### src/rtl/pr_dev_pkg.sv
// Shared definitions for processor-bus peripherals: register offsets,
// CTRL field positions, timer modes and the timer state encoding.
package pr_dev_pkg;

  // Word offsets within a device window, selected by byte address [3:2]
  localparam logic [1:0] REG_CTRL   = 2'd0;
  localparam logic [1:0] REG_PRESET = 2'd1;
  localparam logic [1:0] REG_COUNT  = 2'd2;
  localparam logic [1:0] REG_RSVD   = 2'd3;

  // CTRL register bit positions
  localparam int CTRL_EN_BIT   = 0;
  localparam int CTRL_MODE_LSB = 1;
  localparam int CTRL_MODE_MSB = 2;
  localparam int CTRL_IM_BIT   = 3;

  // Timer modes; encodings 2 and 3 behave as one-shot
  localparam logic [1:0] MODE_ONESHOT = 2'd0;
  localparam logic [1:0] MODE_RELOAD  = 2'd1;

  typedef enum logic [1:0] {
    ST_IDLE = 2'd0,
    ST_LOAD = 2'd1,
    ST_CNT  = 2'd2,
    ST_INT  = 2'd3
  } timer_state_e;

  // Assemble the readable CTRL word; bits [31:4] always read as zero
  function automatic logic [31:0] ctrl_pack(input logic en,
                                            input logic [1:0] mode,
                                            input logic im);
    return {28'd0, im, mode, en};
  endfunction

endpackage

### src/rtl/pr_timer.sv
// Programmable down-counting timer on the processor device bus.
// Decodes a 16-byte window holding CTRL, PRESET and COUNT; raises a level
// interrupt in one-shot mode and a one-cycle pulse in auto-reload mode.
module pr_timer
  import pr_dev_pkg::*;
#(
  parameter logic [31:0] BASE = 32'h0000_7F00
) (
  input  logic        clk,
  input  logic        rst,
  input  logic [29:0] PrAddr,
  input  logic [31:0] PrWD,
  input  logic        IOWrite,
  output logic [31:0] PrRD,
  output logic        hit,
  output logic        irq
);

  timer_state_e state_q, state_d;
  logic         en_q, en_d;
  logic [1:0]   mode_q, mode_d;
  logic         im_q, im_d;
  logic [31:0]  preset_q, preset_d;
  logic [31:0]  count_q, count_d;
  logic         pend_q, pend_d;

  logic [1:0]   reg_sel;
  logic         wr_en;
  logic         wr_ctrl;
  logic         wr_preset;
  logic         en_eff;
  logic [1:0]   mode_eff;
  logic [31:0]  rd_data;

  // PrAddr is the word address, so its low two bits pick the register
  assign reg_sel   = PrAddr[1:0];
  assign hit       = (PrAddr[29:2] == BASE[31:4]);
  assign wr_en     = hit & IOWrite;
  assign wr_ctrl   = wr_en & (reg_sel == REG_CTRL);
  assign wr_preset = wr_en & (reg_sel == REG_PRESET);

  // A CTRL write on this edge overrides EN/MODE for the FSM decision,
  // so clearing EN stops CNT at the same edge
  assign en_eff   = wr_ctrl ? PrWD[CTRL_EN_BIT] : en_q;
  assign mode_eff = wr_ctrl ? PrWD[CTRL_MODE_MSB:CTRL_MODE_LSB] : mode_q;

  // Interrupt: held PEND in one-shot, pulse while in INT for auto-reload
  assign irq = im_q & (pend_q | ((state_q == ST_INT) & (mode_q == MODE_RELOAD)));

  // Next-state: timer FSM first, then bus writes which take priority
  always_comb begin
    state_d  = state_q;
    en_d     = en_q;
    mode_d   = mode_q;
    im_d     = im_q;
    preset_d = preset_q;
    count_d  = count_q;
    pend_d   = pend_q;

    case (state_q)
      ST_IDLE: begin
        if (en_q) begin
          state_d = ST_LOAD;
        end else begin
          state_d = ST_IDLE;
        end
      end
      ST_LOAD: begin
        count_d = preset_q;
        state_d = ST_CNT;
      end
      ST_CNT: begin
        if (!en_eff) begin
          state_d = ST_IDLE;
        end else if (count_q == 32'd0) begin
          state_d = ST_INT;
        end else begin
          count_d = count_q - 32'd1;
        end
      end
      ST_INT: begin
        if (en_eff && (mode_eff == MODE_RELOAD)) begin
          state_d = ST_LOAD;
        end else begin
          state_d = ST_IDLE;
          en_d    = 1'b0;
          pend_d  = 1'b1;
        end
      end
      default: begin
        state_d = ST_IDLE;
      end
    endcase

    // Bus writes win over the FSM for CTRL fields and always clear PEND
    case ({wr_ctrl, wr_preset})
      2'b10: begin
        en_d   = PrWD[CTRL_EN_BIT];
        mode_d = PrWD[CTRL_MODE_MSB:CTRL_MODE_LSB];
        im_d   = PrWD[CTRL_IM_BIT];
        pend_d = 1'b0;
      end
      2'b01: begin
        preset_d = PrWD;
        pend_d   = 1'b0;
      end
      default: begin
        pend_d = pend_d;
      end
    endcase
  end

  // Combinational read mux; zero whenever the window is not addressed
  always_comb begin
    rd_data = 32'd0;
    if (hit) begin
      case (reg_sel)
        REG_CTRL:   rd_data = ctrl_pack(en_q, mode_q, im_q);
        REG_PRESET: rd_data = preset_q;
        REG_COUNT:  rd_data = count_q;
        default:    rd_data = 32'd0;
      endcase
    end else begin
      rd_data = 32'd0;
    end
  end

  assign PrRD = rd_data;

  // State registers with synchronous active-low reset
  always_ff @(posedge clk) begin
    if (!rst) begin
      state_q  <= ST_IDLE;
      en_q     <= 1'b0;
      mode_q   <= MODE_ONESHOT;
      im_q     <= 1'b0;
      preset_q <= 32'd0;
      count_q  <= 32'd0;
      pend_q   <= 1'b0;
    end else begin
      state_q  <= state_d;
      en_q     <= en_d;
      mode_q   <= mode_d;
      im_q     <= im_d;
      preset_q <= preset_d;
      count_q  <= count_d;
      pend_q   <= pend_d;
    end
  end

endmodule

### config.mk
export PLATFORM = sky130hd
export DESIGN_NAME = pr_timer
export DESIGN_NICKNAME = d
export VERILOG_FILES = /design/src/rtl/pr_dev_pkg.sv /design/src/rtl/pr_timer.sv
export SDC_FILE = /design/constraint.sdc
export NUM_CORES = 1
export LEC_CHECK = 0
export CAP_MARGIN = 20
export CORE_ASPECT_RATIO = 0.75
export CORE_UTILIZATION = 40
export CTS_CLUSTER_SIZE = 12
export DETAILED_ROUTE_END_ITERATION = 8
export GPL_TIMING_DRIVEN = 0
export PLACE_DENSITY_LB_ADDON = 0.1
export SLEW_MARGIN = 15
export SYNTH_ARGS = -nofsm -noshare
export SYNTH_HDL_FRONTEND = slang
export SYNTH_SLANG_ARGS = --single-unit
### constraint.sdc
create_clock -name clk -period 2.5 [get_ports clk]
set_input_delay 0.5 -clock clk [delete_from_list [all_inputs] [get_ports clk]]
set_output_delay 0.5 -clock clk [all_outputs]
set_load 0.01 [all_outputs]
Word level (Yosys, flattened, before mapping):

Cells that the tools add are included.

* output and inout port bits: 34
* register bits: 71
* word-level logic and storage cells: 55

* add/subtract/negate cells: 1
* equal/unequal tests: 14
* muxes and demuxes: 15
* bitwise logic cells: 8
* reduce and logical (&&, ||, !) cells: 10

Operator list (number)
* $mux 32: 3
* $pmux 32 s3: 1
* $pmux 32 s2: 1
* $logic_not 32->1: 1
* $sub 32x1->32 const B: 1
* $eq 28x11->1 const B: 1
* $eq 2x1->1 const B: 5
* $eq 2x2->1 const B: 4
* $pmux 2 s4: 1
* $mux 1: 6
* $mux 2: 3
* $and 1x1->1: 5
* $logic_not 2->1: 2
* $ne 2x2->1 const B: 2
* $reduce_and 2->1: 2
* $reduce_bool 2->1: 2
* $ne 3x3->1 const B: 1
* $reduce_and 3->1: 1
* $reduce_or 3->1: 1
* $ne 2x1->1 const B: 1
* $not 1->1: 2
* $logic_and 1x1->1: 1
* $or 1x1->1: 1

Logic depth before layout (Yosys ltp):

* word-level depth: 9
* gate-level depth with buffers: 10
* gate-level depth less buffers: 8

Least setup slack after synthesis:

No wires, ideal clock.

* kind: in2reg
* start point: in PrAddr[23]
* end point: reg preset_q[2]
* data arrival time: 2.428 ns
* path slack: -0.056 ns
* library setup time: 0.128 ns
* path buffers: 2
* required time: 2.372 ns
* stages: 7
* path through: or4_1 -> or3_1 -> clkbuf_1 -> nor3_2 -> buf_2 -> mux2i_1 -> nor2_1

* word-level cells in the longest chain between the ends: 4
* elaborated cells on any way between the ends: 5
* classes of those cells: eq/ne (2); bitwise (3)

Ends and longest elaborated chain
* start: declaration: line pr_timer.sv:11 `input logic [29:0] PrAddr,`
* $eq 28x11->1 *: line pr_timer.sv:37 `assign hit = (PrAddr[29:2] == BASE[31:4]);`
* $and 1x1->1 *: line pr_timer.sv:38 `assign wr_en = hit & IOWrite;`
* $and 1x1->1, on equally long branches: line pr_timer.sv:40, pr_timer.sv:39
* $eq 2x1->1 *: line pr_timer.sv:96 `case ({wr_ctrl, wr_preset})`
* end signal: assignment: line pr_timer.sv:145 `preset_q <= preset_d;`
* end: declaration: line pr_timer.sv:23 `logic [31:0] preset_q, preset_d;`

Mark *: on every way between the ends. The rest lies on a longest branch, timed or not.
A chain may end at the register's enable or synchronous reset.

Worst setup path after layout:

* start point: in PrAddr[24]
* end point: out PrRD[28]

* word-level cells in the longest chain between the ends: 2

Ends and longest elaborated chain
* $eq 28x11->1: line pr_timer.sv:37
* $mux 32: line pr_timer.sv:116 `if (hit) begin`
* end: declaration: line pr_timer.sv:14 `output logic [31:0] PrRD,`

No other way between the ends.

==> metrics.txt <==
Worst VDD drop=0.320 mV; layout cells sized above 1=27.4%; Worst Path Required=2000 ps; RSZ-0062 raised after global routing=true; initial DRC count=531; max-slew violations=0; CP Max Fanout=7; fmax=380 MHz; Final min period=2630 ps; failing checks=setup timing; number of global-route vias before repair=4851; # setup viols final=78; reg-to-reg critical path startpoint=count_q[24]; clk_skew=7.89 ps; Worst R2R Setup Slack=-100 ps; global-route wire length before repair=25.5 mm; P_leak=2.40 nW; Syn Inst Count=541; Seq/Total Area, Yosys=33.4%; Die Height=91.4 µm; Setup crit end kind=output pin; arrival time worst endpoint=2130 ps; Post-synth EDFFs=0; worst setup margin=-131 ps; Filler cells=957; total die area=11100 µm²; multi-input logic area=2970 µm²; placed cell count=773; CTS H-tree depth=3; Hold WC Path Type=reg2reg; setup_tns=-4910 ps; root buffer cell=clkbuf_16; Net Count, Synth=608; Post-Syn Area per Cell=7.87 µm²; commonest register cell after synthesis=dfxtp_1; count of different cell masters after synthesis=60; Post-route DRC=0; Tot GR Track Use=30.1%; endpoints failing hold=0; total of max-cap violations=0; HPWL after detailed placement=10.9 mm; I/O Buffers=96; CTS sink count=71; largest net degree at the start of global routing=12; #FFs+latches synth=71; Congestion Overflow GR=0; DRT Wirelength=16.4 mm; total number of vias=4972; Min-Delay Endpoint=count_q[30]; routability cong.=0.896; worst slew pin tran=819 ps; clock insertion delay at the later pin of the skew report=340 ps; Ys Warns=0; Final #Nets=738; Startpoint Class=input pin; 1st-pass router iterations=5; Util after Layout=60.9%; clock tree buffer depth=2; CTS tree=built; WHS Path Cells=2; number of cell rows=32; initial antenna violation count=0; clock-pin slew on the worst setup and hold paths=50 ps; DRT antenna net count=0; relative slew slack=45.2%; Layout Cells excl Fill=812; mapped cell area=4260 µm²; Post-synth ARST share=0%; sequential cell area=1430 µm²; chip width=121 µm; synth-to-layout area growth=47.8%; final worst-path cycle share=105%; worst setup path category=in2out; Hold Startpoint=count_q[30]; Starting Density=41.2%; R2R cell count=7; Power Density=428 nW/µm²; Reg-to-Reg End=count_q[7]; Num CTS Buffers=9; WL/cell=20.2 µm; status=finished, violations left; Ant. Diodes=0; hold_buf cts=0; core area=10300 µm²; io pins=99; Vias/cell=6.12
[critical path, stage by stage]
cell and delay [ps]:
buf_6 90, or4_4 530, or3_4 420, clkbuf_16 200, clkbuf_16 170, nor2_2 100
buf_2 130
[Yosys cell counts (5+ instances only)]
master    number  area (µm²)
or3_1          6        37.5
o31a_1         5        43.8
or2_2          5        31.3
o311ai_0       6        52.6
o31ai_1       12        90.1
or4_1          7        52.6
mux2i_1       40         400
dfxtp_1       71        1420
nor2b_1        5        31.3
nand2_1       36         135
clkbuf_1      36         135
o21a_1         8        60.1
a21oi_1       25         125
a22oi_1       28         210
o21ai_0       10        50.1
nor4_1         7        43.8
a31oi_1       15        93.8
inv_1          9        33.8
nor3_1        18        90.1
nand3_1       11        55.1
nor2_1       104         390
[logic make-up (layout without fill, tap and decap cells)]
kind of cell / after synthesis / after routing / share of synthesized area [%]
AND/OR/NAND/NOR: 228 / 229 / 26.5
AO/OA/AOI/OAI: 146 / 146 / 24.8
flip-flops: 71 / 71 / 33.4
buffers and inverters: 54 / 188 / 5.32
multiplexers: 40 / 40 / 9.40
adder cells (fa/ha/maj): 2 / 2 / 0.588
[cell usage in the layout (no fill, tap or decap), types with 11 or more instances in the layout]
cell	n
nand3_1	11
a31oi_1	15
buf_6	21
nor3_1	15
buf_2	31
mux2i_1	40
a22oi_1	28
buf_4	17
a21oi_1	20
clkdlybuf4s50_1	35
clkbuf_1	23
dfxtp_1	69
nand2_1	35
nor2_4	14
clkbuf_16	13
nor2_1	73
nor2_2	18
[final cells by class]
type / count / area share (%)
Sequential cell: 71 / 22.7
Tap cell: 136 / 2.70
Multi-Input combinational cell: 417 / 47.2
Timing Repair Buffer: 119 / 16.8
Clock inverter: 2 / 0.557
Inverter: 9 / 0.616
Clock buffer: 14 / 4.67
Buffer: 44 / 4.79
[report_power, final]
group	internal [W]	switching (W)
combinational	0.0000898	0.0000853
clock	0.000907	0.000482
sequential	0.00113	0.000000000000477
[stage by stage]
stage	cell area (µm²)	setup slack, ps	total power (W)	hold slack [ps]
final	6290	-131	0.00269	499
after global routing	6290	-177	0.00279	510
after CTS	6030	-73.8	0.00271	495
after detailed placement	5390	-1230	0.00133	486
after global placement	5390	-1210	0.00133	480
after floorplan	4260	-55.6	0.00120	457
[metal layers]
metal  up-vias  track usage (%)  wire [µm]
met5         -                0          0
met4         0             11.0        425
met3        47             10.1       2050
met2       294             44.4       7080
met1      2351             40.4       6860
li1       2280                -          -
[flip-flops by register name, indices dropped and copies added, names as in the netlist]
| register | count |
|---|---|
| count_q | 32 |
| preset_q | 32 |
| mode_q | 2 |
| im_q | 1 |
| en_q | 1 |
| state_q | 2 |
| pend_q | 1 |
[repair_timing]
action,4_1_cts,5_1_grt
pin swaps,26,26
buffers inserted,12,5
gates resized for setup,285,67
endpoints found under the hold margin,0,0
endpoints found under the setup margin,100,96
cloned,6,2
[how the worst max path moves through the flow]
stage / start / endpoint / slack (ps) / depth (start not counted)
6_report: PrAddr[24] / PrRD[28] / -130 / 7
3_5_place_dp: PrAddr[12] / PrRD[12] / -1230 / 8
4_1_cts: PrAddr[24] / PrRD[14] / -70 / 7
3_3_place_gp: PrAddr[29] / PrRD[13] / -1210 / 8
2_1_floorplan: PrAddr[23] / preset_q[2] / -60 / 7
5_1_grt: count_q[24] / count_q[12] / -180 / 7
No activity file was read; power rests on OpenSTA's default activity.
